<file path="config.mk">
export PLATFORM = sky130hd
export DESIGN_NAME = arb_mux_nto1
export DESIGN_NICKNAME = d
export VERILOG_FILES = /design/src/rtl/arb_mux_nto1_pkg.sv /design/src/rtl/rr_arbiter.sv /design/src/rtl/arb_mux_nto1.sv
export SDC_FILE = /design/constraint.sdc
export NUM_CORES = 1
export LEC_CHECK = 0
export ABC_AREA = 1
export CORE_MARGIN = 3
export CORE_UTILIZATION = 25
export CTS_CLUSTER_DIAMETER = 150
export DETAILED_ROUTE_END_ITERATION = 10
export GPL_TIMING_DRIVEN = 0
export HOLD_SLACK_MARGIN = 0.03
export PLACE_DENSITY = 0.63
export SLEW_MARGIN = 10
export SYNTH_ARGS = -nofsm -noshare
export SYNTH_HDL_FRONTEND = slang
export SYNTH_SLANG_ARGS = --single-unit
</file>
<file path="constraint.sdc">
create_clock -name clk -period 4.7 [get_ports clk]
set_input_delay 0.705 -clock clk [delete_from_list [all_inputs] [get_ports clk]]
set_output_delay 0.705 -clock clk [all_outputs]
set_load 0.05 [all_outputs]
</file>
<file path="src/rtl/arb_mux_nto1_pkg.sv">
// arb_mux_nto1_pkg: mode encodings and selection-width helper shared by the arbiter and mux
package arb_mux_nto1_pkg;
  localparam logic MODE_RR    = 1'b0;
  localparam logic MODE_FIXED = 1'b1;

  function automatic int sel_w_f(input int m);
    return (m < 2) ? 1 : $clog2(m);
  endfunction
endpackage

</file>
<file path="src/rtl/rr_arbiter.sv">
// rr_arbiter: combinational round-robin / fixed-priority arbiter with one-hot and binary grant
module rr_arbiter
  import arb_mux_nto1_pkg::*;
#(
  parameter int M     = 4,
  parameter int SEL_W = sel_w_f(M)
) (
  input  logic [M-1:0]     req,
  input  logic [SEL_W-1:0] ptr,
  input  logic             mode,
  output logic [M-1:0]     gnt,
  output logic [SEL_W-1:0] idx
);
  logic w_found;
  int   w_j;

  // Scan starts at ptr in round-robin mode and at 0 in fixed mode; first hit wins
  always_comb begin
    gnt     = '0;
    idx     = '0;
    w_found = 1'b0;
    w_j     = 0;
    for (int i = 0; i < M; i++) begin
      w_j = (mode == MODE_FIXED) ? i : (int'(ptr) + i) % M;
      if (req[w_j] && !w_found) begin
        gnt[w_j] = 1'b1;
        idx      = SEL_W'(w_j);
        w_found  = 1'b1;
      end
    end
  end
endmodule

</file>
<file path="src/rtl/arb_mux_nto1.sv">
// arb_mux_nto1: M-to-1 arbitrated mux with a one-word registered output stage
module arb_mux_nto1
  import arb_mux_nto1_pkg::*;
#(
  parameter int N     = 16,
  parameter int M     = 4,
  parameter int SEL_W = sel_w_f(M)
) (
  input  logic             clk,
  input  logic             rst_n,
  input  logic [M*N-1:0]   in_data,
  input  logic [M-1:0]     in_valid,
  output logic [M-1:0]     in_ready,
  input  logic             mode,
  output logic [N-1:0]     out_data,
  output logic             out_valid,
  input  logic             out_ready,
  output logic [SEL_W-1:0] out_sel
);
  logic [SEL_W-1:0] r_ptr;
  logic [N-1:0]     r_data;
  logic [SEL_W-1:0] r_sel;
  logic             r_valid;
  logic [M-1:0]     w_gnt;
  logic [SEL_W-1:0] w_idx;
  logic             w_accept;
  logic             w_xfer;

  rr_arbiter #(.M(M), .SEL_W(SEL_W)) u_arb (
    .req  (in_valid),
    .ptr  (r_ptr),
    .mode (mode),
    .gnt  (w_gnt),
    .idx  (w_idx)
  );

  assign w_accept = !r_valid || out_ready;
  // rst_n gating keeps in_ready low asynchronously while reset is held
  assign in_ready = (rst_n && w_accept) ? w_gnt : '0;
  assign w_xfer   = |in_ready;

  always_ff @(posedge clk or negedge rst_n) begin
    if (!rst_n) begin
      r_ptr   <= '0;
      r_data  <= '0;
      r_sel   <= '0;
      r_valid <= 1'b0;
    end else if (w_xfer) begin
      r_data  <= in_data[int'(w_idx)*N +: N];
      r_sel   <= w_idx;
      r_valid <= 1'b1;
      if (mode == MODE_RR)
        r_ptr <= (w_idx == SEL_W'(M-1)) ? '0 : w_idx + 1'b1;
    end else if (out_ready) begin
      r_valid <= 1'b0;
    end
  end

  assign out_data  = r_data;
  assign out_valid = r_valid;
  assign out_sel   = r_sel;
endmodule

</file>
==> results.md <==
- Final #Nets: 546
- Hold Crit Class: reg2reg
- Clk root buf: clkbuf_8
- Antenna viol nets, final: 0
- CTS tree: done
- Synthesized area: approximately 2200 µm²
- Area after DPL: 3261 µm²
- Die height: 99.56 µm
- Largest net degree at the start of global routing: 23
- Max cap viols: 0
- Cell variety after synth: 26
- Share of the synthesized area in the top cell type: 0.2796
- Setup Skew: around 2.4 ps
- Mapped Nets: ~450
- Max-slew violations: 0
- R2R Setup Slk: 2190 ps
- Hold Path Depth: 2
- Register area share after synthesis: 0.2401
- Initial Util: 0.2624
- RSZ-0062 raised after global routing: false
- Synthesized instance count: roughly 370
- Maximum vdd drop: 0.0002386 V
- Antenna violations before repair: 0
- Startpoint types: input pin
- Outcome: finished, final reports clean
- Met1 usage in global routing: 0.1976
- Area contributors post-synth: nand2_1 (28%), dfrtp_1 (24%), nand3_1 (13%)
- Gr usage total: 0.1319
- Die footprint: 9912 µm²
- Final instance area: between 3000 and 4000 µm²
- Post-CTS setup buffer count: 0
- Wirelength per Cell: 11.51 µm
- Post-cts resize count: 0
- CP Class: in2out
- Worst-path maximum fanout: 10
- Top-level I/O count: 95
- Crit path time final: ~4000 ps
- Port buffer count: 94
- Most Used Layer, Global Route: met2
- Via/cell ratio: 4.376
- Period utilization: 0.8702
- Seq cells post-synth: 21
- Die W: 99.56 µm
- Crit Reg-Reg Startpoint: r_ptr[1]$_DFFE_PN0P_
- Met2 Resource Use GR: 0.2082
- Gpl congestion: 0.9164
- Max transition margin: 0.3852
- Power per standard cell area: 637.3 nW/µm²
- Clock Sinks: 21
- Clk Latency, worst-skew pair: approximately 250 ps
- Reg2Reg Depth: 13
- Bufs on Longest Clock Path: 2
- Routed WL: 6639 µm
- Core Region: 8341 µm²
- 1st-iter DRT viols: 162
- Clock buffer count from CTS: 3
- Clock transition at path regs: roughly 70 ps
- Synth warnings: 0
- Post-DP HPWL: 5625 µm
- # rows: 33
- Vias in the first global route: 2363
- Hold_buf cts: 0
- Final setup fails: 0
- Worst hold endpoint: out_data[9]$_DFFE_PN0P_
- Drt drc: 0
- Pre-antenna DRT Iters: 4
- Met3 Resource Use GR: 0.009116
- Cell taking the most area after synthesis: nand2_1
- Synth-to-Final Area Change: 51.11%
- Highest clock rate: 244.5 MHz
- LEAKAGE: 0.001810 µW
- Critical path capture point type: output pin
- Slew @ Worst Pin: 919.3 ps
- Setup_tns: 0 ps
- Layout cells sized above 1: 0.09322
- Worst hold start: out_data[9]$_DFFE_PN0P_
- First-pass GRT wire length: about 11000 µm
- DR vias: ~2500
- Worst r2r dst: r_ptr[1]$_DFFE_PN0P_
- H-Tree Depth: 1
- Ant diodes: 0
- Critical path required time: between 3000 and 4000 ps
- Fin. Hold Viols: 0
- Worst EP arrival: 3390 ps
- Syn_area_per_cell: 5.851 µm²
- GRT overflow: 0
[state kept, by name, indices dropped and copies added, names as in the netlist]
name       flops
out_valid      1
r_ptr          2
out_sel        2
out_data      16
[cells in the final DEF, fill, tap and decap left out, drive strengths merged, types with 2 or more instances in the layout]
cell type and n:
nand3b 17, a21oi 2, o21ai 5, buf 13
clkdlybuf4s50 94, dfrtp 21, nand3 63, clkbuf 3
inv 67, nand2 174, nor2 9
[final cells by class]
| class | count | area, µm² |
|---|---|---|
| Buffer | 13 | 91.34 |
| Clock buffer | 3 | 41.29 |
| Clock inverter | 1 | 5.005 |
| Fill cell | 895 | 5034 |
| Inverter | 67 | 254.0 |
| Multi-Input combinational cell | 273 | 1318 |
| Sequential cell | 21 | 525.5 |
| Tap cell | 105 | 131.4 |
| Timing Repair Buffer | 94 | 940.9 |
[worst max-delay path, cell delays in order]
cell,delay [ps]
clkdlybuf4s50_1,610
inv_2,70
buf_6,150
nand2_2,130
nand2_1,90
nand2_1,120
nand2_1,100
nand2_4,140
nand2_2,110
nand2_1,80
nand2_1,40
nand3_1,120
nand2_1,60
inv_1,50
clkdlybuf4s50_1,790
[cells in the mapped netlist]
cell      count
buf_2         7
nand2_4       3
nor2_1        5
o21a_1        1
inv_2         5
o21ai_0       1
a21oi_1       1
o21ai_1       3
nand3b_1     17
ha_1          1
nand2_2       8
dfrtp_1      21
nand3_4       2
nor2_4        2
nor2_2        1
inv_4         1
a21oi_4       1
nand3_2       2
inv_1        61
buf_4         3
o21ai_2       1
nand2_1     163
nand4_1       1
buf_6         3
nor2_8        1
nand3_1      59
[power by group]
group	switching (µW)	internal, µW	leakage (µW)
sequential	60.0	276	0.000259
clock	55.0	58.9	0.0000255
combinational	1100	560	0.00153
total	1210	895	0.00181
[layer usage]
layer	vias up	share of wire	routed length, µm
li1	1337	-	-
met1	1102	0.49	3276
met2	82	0.43	2884
met3	4	0.064	422
met4	0	0.0083	55
met5	-	0	0
[logic make-up after synthesis]
logic type      after synthesis  share of synthesized area
buf+inv                      80                     0.1578
fa+ha+maj                     1                   0.005717
flops                        21                     0.2401
simple gates                264                     0.5700
compound gates                8                    0.02630
[how the worst max path moves through the flow]
stage,to,startpoint
2_1_floorplan,in_ready[2],mode
3_3_place_gp,in_ready[0],mode
3_5_place_dp,in_ready[0],mode
4_1_cts,in_ready[0],mode
5_1_grt,in_ready[1],mode
6_report,in_ready[0],mode
[through the flow]
| step | utilization | hold WS, ps | cells | power [µW] | setup slack, ps |
|---|---|---|---|---|---|
| 2_1_floorplan | - | 409.4 | 374 | 1508 | 2000 |
| 3_3_place_gp | 0.3909 | 457.7 | 573 | 1989 | 623.9 |
| 3_5_place_dp | 0.3909 | 459.8 | 573 | 2004 | 618.7 |
| 4_1_cts | 0.3965 | 477.0 | 577 | 2124 | 614.6 |
| 5_1_grt | 0.3965 | 493.9 | 577 | 2315 | 401.6 |
| 6_report | 0.3965 | 472.9 | 577 | 2108 | 610.0 |
(Power assumes the default switching activity.)
